## config.mk

```make
export PLATFORM = sky130hd
export DESIGN_NAME = cache_refill_ctrl
export DESIGN_NICKNAME = d
export VERILOG_FILES = /design/src/rtl/cache_refill_ctrl_pkg.sv /design/src/rtl/cache_refill_ctrl_sat_counter.sv /design/src/rtl/cache_refill_ctrl.sv
export SDC_FILE = /design/constraint.sdc
export NUM_CORES = 1
export LEC_CHECK = 0
export BUFFER_PORTS_ARGS = -buffer_cell sky130_fd_sc_hd__clkbuf_2
export CORE_AREA = 2 2 225 160
export CTS_CLUSTER_DIAMETER = 80
export DETAILED_ROUTE_END_ITERATION = 10
export DIE_AREA = 0 0 227 162
export GPL_TIMING_DRIVEN = 0
export PLACE_DENSITY = 0.56
export RECOVER_POWER = 25
export SLEW_MARGIN = 10
export SYNTH_ARGS = -nofsm -noshare
export SYNTH_HDL_FRONTEND = slang
export SYNTH_SLANG_ARGS = --single-unit
```

## constraint.sdc

```tcl
create_clock -name clk -period 4.1 [get_ports clk]
set_clock_uncertainty 0.15 [all_clocks]
set_input_delay 0.82 -clock clk [delete_from_list [all_inputs] [get_ports clk]]
set_output_delay 0.82 -clock clk [all_outputs]
set_load 0.005 [all_outputs]
```

## src/rtl/cache_refill_ctrl_pkg.sv

```systemverilog
// Shared widths and the controller state encoding for the cache refill controller.
package cache_pkg;

    localparam int DATA_WIDTH   = 32;
    localparam int ADDR_WIDTH   = 16;
    localparam int TAG_WIDTH    = 10;
    localparam int OFFSET_WIDTH = 2;
    localparam int INDEX_WIDTH  = ADDR_WIDTH - TAG_WIDTH - OFFSET_WIDTH;

    typedef enum logic [2:0] {
        IDLE,
        LOOKUP,
        CHECK,
        WRITE,
        MEM_REQ,
        MEM_WAIT,
        FILL,
        RESP
    } ctrl_state_t;

endpackage

```

## src/rtl/cache_refill_ctrl_sat_counter.sv

```systemverilog
// Saturating up-counter: increments on inc and sticks at all-ones.
module sat_counter #(
    parameter int WIDTH = 16
) (
    input  logic             clk,
    input  logic             rst_n,
    input  logic             inc,
    output logic [WIDTH-1:0] count
);

    logic [WIDTH-1:0] count_q;
    logic [WIDTH-1:0] count_d;

    always_comb begin
        count_d = count_q;
        if (inc && (count_q != '1)) begin
            count_d = count_q + 1'b1;
        end
    end

    always_ff @(posedge clk) begin
        if (!rst_n) begin
            count_q <= '0;
        end else begin
            count_q <= count_d;
        end
    end

    assign count = count_q;

endmodule

```

## src/rtl/cache_refill_ctrl.sv

```systemverilog
// Request sequencer between the CPU, the inner cache and backing memory:
// read-miss refill, write-through/write-allocate, saturating hit/miss statistics.
module cache_refill_ctrl #(
    parameter int DATA_WIDTH   = cache_pkg::DATA_WIDTH,
    parameter int ADDR_WIDTH   = cache_pkg::ADDR_WIDTH,
    parameter int TAG_WIDTH    = cache_pkg::TAG_WIDTH,
    parameter int OFFSET_WIDTH = cache_pkg::OFFSET_WIDTH,
    parameter int CNT_WIDTH    = 16
) (
    input  logic                  clk,
    input  logic                  rst_n,
    input  logic                  cpu_req_valid,
    output logic                  cpu_req_ready,
    input  logic                  cpu_we,
    input  logic [ADDR_WIDTH-1:0] cpu_addr,
    input  logic [DATA_WIDTH-1:0] cpu_wdata,
    output logic                  cpu_resp_valid,
    output logic [DATA_WIDTH-1:0] cpu_rdata,
    output logic [ADDR_WIDTH-1:0] cache_addr,
    output logic [DATA_WIDTH-1:0] cache_wdata,
    output logic                  cache_we,
    input  logic [DATA_WIDTH-1:0] cache_rdata,
    input  logic                  cache_hit,
    input  logic                  cache_miss,
    output logic                  mem_req_valid,
    input  logic                  mem_req_ready,
    output logic                  mem_we,
    output logic [ADDR_WIDTH-1:0] mem_addr,
    output logic [DATA_WIDTH-1:0] mem_wdata,
    input  logic                  mem_resp_valid,
    input  logic [DATA_WIDTH-1:0] mem_rdata,
    output logic [CNT_WIDTH-1:0]  hit_count,
    output logic [CNT_WIDTH-1:0]  miss_count
);

    import cache_pkg::*;

    // Tag plus offset must leave at least one index bit.
    if (TAG_WIDTH + OFFSET_WIDTH >= ADDR_WIDTH) begin : g_bad_geometry
        $error("cache_refill_ctrl: TAG_WIDTH + OFFSET_WIDTH must be below ADDR_WIDTH");
    end

    ctrl_state_t           state_q, state_d;
    logic                  ready_q, ready_d;
    logic                  resp_valid_q, resp_valid_d;
    logic [DATA_WIDTH-1:0] cpu_rdata_q, cpu_rdata_d;
    logic [ADDR_WIDTH-1:0] cache_addr_q, cache_addr_d;
    logic [DATA_WIDTH-1:0] cache_wdata_q, cache_wdata_d;
    logic                  cache_we_q, cache_we_d;
    logic                  mem_req_valid_q, mem_req_valid_d;
    logic                  mem_we_q, mem_we_d;
    logic [ADDR_WIDTH-1:0] mem_addr_q, mem_addr_d;
    logic [DATA_WIDTH-1:0] mem_wdata_q, mem_wdata_d;
    logic                  req_we_q, req_we_d;
    logic [ADDR_WIDTH-1:0] req_addr_q, req_addr_d;
    logic [DATA_WIDTH-1:0] req_wdata_q, req_wdata_d;
    logic [DATA_WIDTH-1:0] data_q, data_d;
    logic                  hit_inc;
    logic                  miss_inc;

    // Outputs are computed for the state being entered, so every port is a flop.
    always_comb begin
        state_d         = state_q;
        ready_d         = ready_q;
        resp_valid_d    = 1'b0;
        cpu_rdata_d     = cpu_rdata_q;
        cache_addr_d    = cache_addr_q;
        cache_wdata_d   = cache_wdata_q;
        cache_we_d      = 1'b0;
        mem_req_valid_d = 1'b0;
        mem_we_d        = mem_we_q;
        mem_addr_d      = mem_addr_q;
        mem_wdata_d     = mem_wdata_q;
        req_we_d        = req_we_q;
        req_addr_d      = req_addr_q;
        req_wdata_d     = req_wdata_q;
        data_d          = data_q;
        hit_inc         = 1'b0;
        miss_inc        = 1'b0;

        case (state_q)
            IDLE: begin
                ready_d = 1'b1;
                if (cpu_req_valid && ready_q) begin
                    ready_d      = 1'b0;
                    req_we_d     = cpu_we;
                    req_addr_d   = cpu_addr;
                    req_wdata_d  = cpu_wdata;
                    cache_addr_d = cpu_addr;
                    if (cpu_we) begin
                        state_d       = WRITE;
                        cache_we_d    = 1'b1;
                        cache_wdata_d = cpu_wdata;
                    end else begin
                        state_d = LOOKUP;
                    end
                end
            end
            LOOKUP: begin
                state_d = CHECK;
            end
            CHECK: begin
                if (cache_hit) begin
                    hit_inc      = 1'b1;
                    data_d       = cache_rdata;
                    cpu_rdata_d  = cache_rdata;
                    resp_valid_d = 1'b1;
                    state_d      = RESP;
                end else begin
                    // Neither flag set still counts as a miss.
                    miss_inc        = cache_miss | ~cache_hit;
                    mem_req_valid_d = 1'b1;
                    mem_we_d        = 1'b0;
                    mem_addr_d      = req_addr_q;
                    state_d         = MEM_REQ;
                end
            end
            WRITE: begin
                mem_req_valid_d = 1'b1;
                mem_we_d        = 1'b1;
                mem_addr_d      = req_addr_q;
                mem_wdata_d     = req_wdata_q;
                state_d         = MEM_REQ;
            end
            MEM_REQ: begin
                mem_req_valid_d = 1'b1;
                if (mem_req_ready) begin
                    mem_req_valid_d = 1'b0;
                    state_d         = MEM_WAIT;
                end
            end
            MEM_WAIT: begin
                if (mem_resp_valid) begin
                    if (req_we_q) begin
                        cpu_rdata_d  = req_wdata_q;
                        resp_valid_d = 1'b1;
                        state_d      = RESP;
                    end else begin
                        data_d        = mem_rdata;
                        cache_we_d    = 1'b1;
                        cache_addr_d  = req_addr_q;
                        cache_wdata_d = mem_rdata;
                        state_d       = FILL;
                    end
                end
            end
            FILL: begin
                cpu_rdata_d  = data_q;
                resp_valid_d = 1'b1;
                state_d      = RESP;
            end
            RESP: begin
                ready_d = 1'b1;
                state_d = IDLE;
            end
            default: begin
                ready_d = 1'b1;
                state_d = IDLE;
            end
        endcase
    end

    always_ff @(posedge clk) begin
        if (!rst_n) begin
            state_q         <= IDLE;
            ready_q         <= 1'b1;
            resp_valid_q    <= 1'b0;
            cpu_rdata_q     <= '0;
            cache_addr_q    <= '0;
            cache_wdata_q   <= '0;
            cache_we_q      <= 1'b0;
            mem_req_valid_q <= 1'b0;
            mem_we_q        <= 1'b0;
            mem_addr_q      <= '0;
            mem_wdata_q     <= '0;
            req_we_q        <= 1'b0;
            req_addr_q      <= '0;
            req_wdata_q     <= '0;
            data_q          <= '0;
        end else begin
            state_q         <= state_d;
            ready_q         <= ready_d;
            resp_valid_q    <= resp_valid_d;
            cpu_rdata_q     <= cpu_rdata_d;
            cache_addr_q    <= cache_addr_d;
            cache_wdata_q   <= cache_wdata_d;
            cache_we_q      <= cache_we_d;
            mem_req_valid_q <= mem_req_valid_d;
            mem_we_q        <= mem_we_d;
            mem_addr_q      <= mem_addr_d;
            mem_wdata_q     <= mem_wdata_d;
            req_we_q        <= req_we_d;
            req_addr_q      <= req_addr_d;
            req_wdata_q     <= req_wdata_d;
            data_q          <= data_d;
        end
    end

    sat_counter #(.WIDTH(CNT_WIDTH)) u_hit_counter (
        .clk   (clk),
        .rst_n (rst_n),
        .inc   (hit_inc),
        .count (hit_count)
    );

    sat_counter #(.WIDTH(CNT_WIDTH)) u_miss_counter (
        .clk   (clk),
        .rst_n (rst_n),
        .inc   (miss_inc),
        .count (miss_count)
    );

    assign cpu_req_ready  = ready_q;
    assign cpu_resp_valid = resp_valid_q;
    assign cpu_rdata      = cpu_rdata_q;
    assign cache_addr     = cache_addr_q;
    assign cache_wdata    = cache_wdata_q;
    assign cache_we       = cache_we_q;
    assign mem_req_valid  = mem_req_valid_q;
    assign mem_we         = mem_we_q;
    assign mem_addr       = mem_addr_q;
    assign mem_wdata      = mem_wdata_q;

endmodule
```

==> metrics.cfg <==
[outcome]
status=finished clean

[synthesis]
yosysUniqueCellTypes=53
synth_mux_area_frac=0.00488
synth_seq_cells=249
synth-xor-area-share=0.00427
synth_edf_count=0
ys_seq_area_frac=0.486
netlist_area_um2=10300
synth_compound_area_frac=0.246
yosys_warnings=0
synth_area_per_cell_um2=8.35
synthAdderAreaFrac=0.00244
synth_top_family_by_area=compound AO/OA/AOI/OAI gates
synth-simple-area-share=0.216
async_flop_share=0
yosys_most_used_dff=dfxtp_1
netlist_instances=1230
syn_nets=1352

[drt]
vias=10700
drc=0
routedWlPerCell_um=20.5
viasPerCell=5.26
routed_wl_um=41800
postRouteAntennaNets=0
dr.pass1.iters=5
drtIter0Drc=842

[global_routing]
grt.total_usage=0.221
grt_pass1_vias=10100
antenna_found_initial=2
grt-ovfl-total=0
grt_pass1_wl_um=61600
grt_start_max_net_pins=15

[timing]
min_period_ns=3.08
finalSetupTns_ns=0
worst_pin_slew_ns=1.20
final-hold-violation-count=0
finalSetupViolations=0
max_freq_mhz=325
relSlewSlack=0.189
setup_slack_ns=1.02
rsz0062_at_grt=no
finalCritPeriodShare=0.751
slew_viol_final=0

[worst_setup_path]
worstPathArrival_ns=3.35
ff2ff_setup_slack_ns=1.02
cp-start-kind=flop
crit_start=u_hit_counter.count[0]$_SDFFE_PN0P_
cp.required_ns=4.37
crit_path_end_kind=flop
path_max_fanout=10
crit_type=reg2reg
r2r_start=u_hit_counter.count[0]$_SDFFE_PN0P_

[floorplan]
die_area_um2=36800
die_x_um=227
coreArea_um2=34500
die_h_um=162
io_pins=285
placement_rows=57
start_util=0.297

[finish]
syn_to_final_growth_pct=27.3
fin_nets=1664
layout-drive-gt1-share=0.182
fillers=3663
finalNonFillerCells=2035

[place]
dp_hpwl_um=31100
dp_slack_ns=0.550
gp_congestion=0.832
io_buffers=283
dp.cells=1985

[clock_tree]
clkTransAtPathRegs_ns=0.06
cts_resized=0
cts_hold_buf=0
clkSinkCount=249
root_buffer=clkbuf_16
cts_buffers=27
clk_latency_ns=0.58
cts_tree=yes
cts_max_level=1
post-cts-setup-buffers=0
ctsLongestPathBuffers=3

[hold_path]
holdCritPathClass=reg2reg
holdCritStartpoint=mem_addr[10]$_SDFFE_PN0P_

[pwr]
switchingPower_w=0.00307
power_density_nw_per_um2=628
clock_power_share=0.294
sw_frac_of_total=0.374
total_power_w=0.00821
ir_drop_mv=0.265
p_comb_frac=0.309
power_leakage_nw=5.35
p_seq_frac=0.397
internal_power_w=0.00514

[run]
maxCapViolations=0

==> metal layers <==
| layer | vias up | routed length [um] | global-route usage |
|---|---|---|---|
| met4 | 2 | 1120 | 0.0579 |
| li1 | 5057 | - | - |
| met1 | 5190 | 19800 | 0.318 |
| met2 | 386 | 18100 | 0.338 |
| met3 | 62 | 2780 | 0.0409 |
| met5 | - | 13 | 0 |
==> power by group through the flow <==
stage	clock network, W	logic (W)	registers [W]
after floorplan	0	0.00145	0.00325
after global placement	0	0.00253	0.00329
after global routing	0.00256	0.00281	0.00331
final	0.00241	0.00254	0.00326
after CTS	0.00246	0.00258	0.00325
after detailed placement	0	0.00257	0.00330
==> critical path, cell delays in order, from the launching register on <==
cell	delay, ns
dfxtp_1	0.43
ha_1	0.23
nand3_1	0.20
o41ai_1	1.12
clkbuf_1	0.50
nor4_1	0.16
mux2i_1	0.15
==> cells in the mapped netlist, types with 6 or more instances <==
cell | number | area share
a21oi_1 | 121 | 0.059
dfxtp_1 | 249 | 0.49
o31ai_1 | 8 | 0.0059
nor2_1 | 94 | 0.034
or4_1 | 8 | 0.0059
o211a_1 | 32 | 0.031
or3_1 | 10 | 0.0061
buf_1 | 6 | 0.0022
nand2_1 | 340 | 0.12
a311oi_1 | 80 | 0.068
clkbuf_1 | 95 | 0.035
nand4_1 | 9 | 0.0055
o21ai_0 | 15 | 0.0073
and3_1 | 6 | 0.0037
a221o_1 | 32 | 0.031
nand3_1 | 13 | 0.0063
a22o_1 | 32 | 0.027
==> stage by stage <==
stage | hold slack (ns) | cell area (um2) | utilization
finish | 0.298 | 13100 | 0.378
global placement | 0.292 | 12300 | 0.356
global route | 0.319 | 13100 | 0.378
detailed placement | 0.294 | 12300 | 0.356
CTS | 0.303 | 13100 | 0.381
floorplan | 0.295 | 10300 | -
==> flip-flops by register name, summed over array words and instances (netlist names), 3 cells and up <==
| signal | count |
|---|---|
| cache_addr | 16 |
| cache_wdata | 32 |
| cpu_rdata | 32 |
| data_q | 32 |
| mem_addr | 16 |
| mem_wdata | 32 |
| req_addr_q | 16 |
| req_wdata_q | 32 |
| state_q | 3 |
| u_hit_counter.count | 16 |
| u_miss_counter.count | 16 |
==> logic make-up (layout without fill, tap and decap cells) <==
| logic type | Yosys count | in the layout |
|---|---|---|
| other | 0 | 1 |
| AOI/OAI and AO/OA | 339 | 339 |
| adders and majority gates | 2 | 2 |
| muxes | 5 | 5 |
| xor gates and xnor gates | 5 | 5 |
| and+or+nand+nor | 519 | 519 |
| DFF | 249 | 249 |
| buffers and inverters | 111 | 443 |
==> cell type report <==
| class | instances | area (um2) | share of cell area |
|---|---|---|---|
| Clock inverter | 11 | 76.3 | 0.00584 |
| Timing Repair Buffer | 283 | 1340 | 0.103 |
| Sequential cell | 249 | 4980 | 0.382 |
| Multi-Input combinational cell | 870 | 4860 | 0.372 |
| Clock buffer | 38 | 787 | 0.0602 |
| Tap cell | 472 | 591 | 0.0452 |
| Antenna cell | 1 | 2.50 | 0.000192 |
| Inverter | 5 | 18.8 | 0.00144 |
| Buffer | 106 | 404 | 0.0309 |
==> cell usage in the layout, fill, tap and decap left out, drive strengths merged, types with 9 or more instances in the layout <==
master / Yosys / final
clkinv: 0 / 9
a311oi: 80 / 80
nand3: 13 / 13
o211a: 32 / 32
a221o: 32 / 32
dfxtp: 249 / 249
nor2: 94 / 94
or3: 10 / 10
clkbuf: 95 / 416
a21oi: 121 / 121
nand4: 9 / 9
o21ai: 16 / 16
buf: 11 / 11
a22o: 32 / 32
nand2: 340 / 340
==> final timing paths <==
check	to	depth (start not counted)
worst max-delay path	u_hit_counter.count[15]$_SDFFE_PN0P_	6
worst min-delay path	mem_addr[10]$_SDFFE_PN0P_	2
worst max register to register	u_hit_counter.count[15]$_SDFFE_PN0P_	6
worst min register to register	mem_addr[10]$_SDFFE_PN0P_	2
Power figures use the tool's default switching activity.
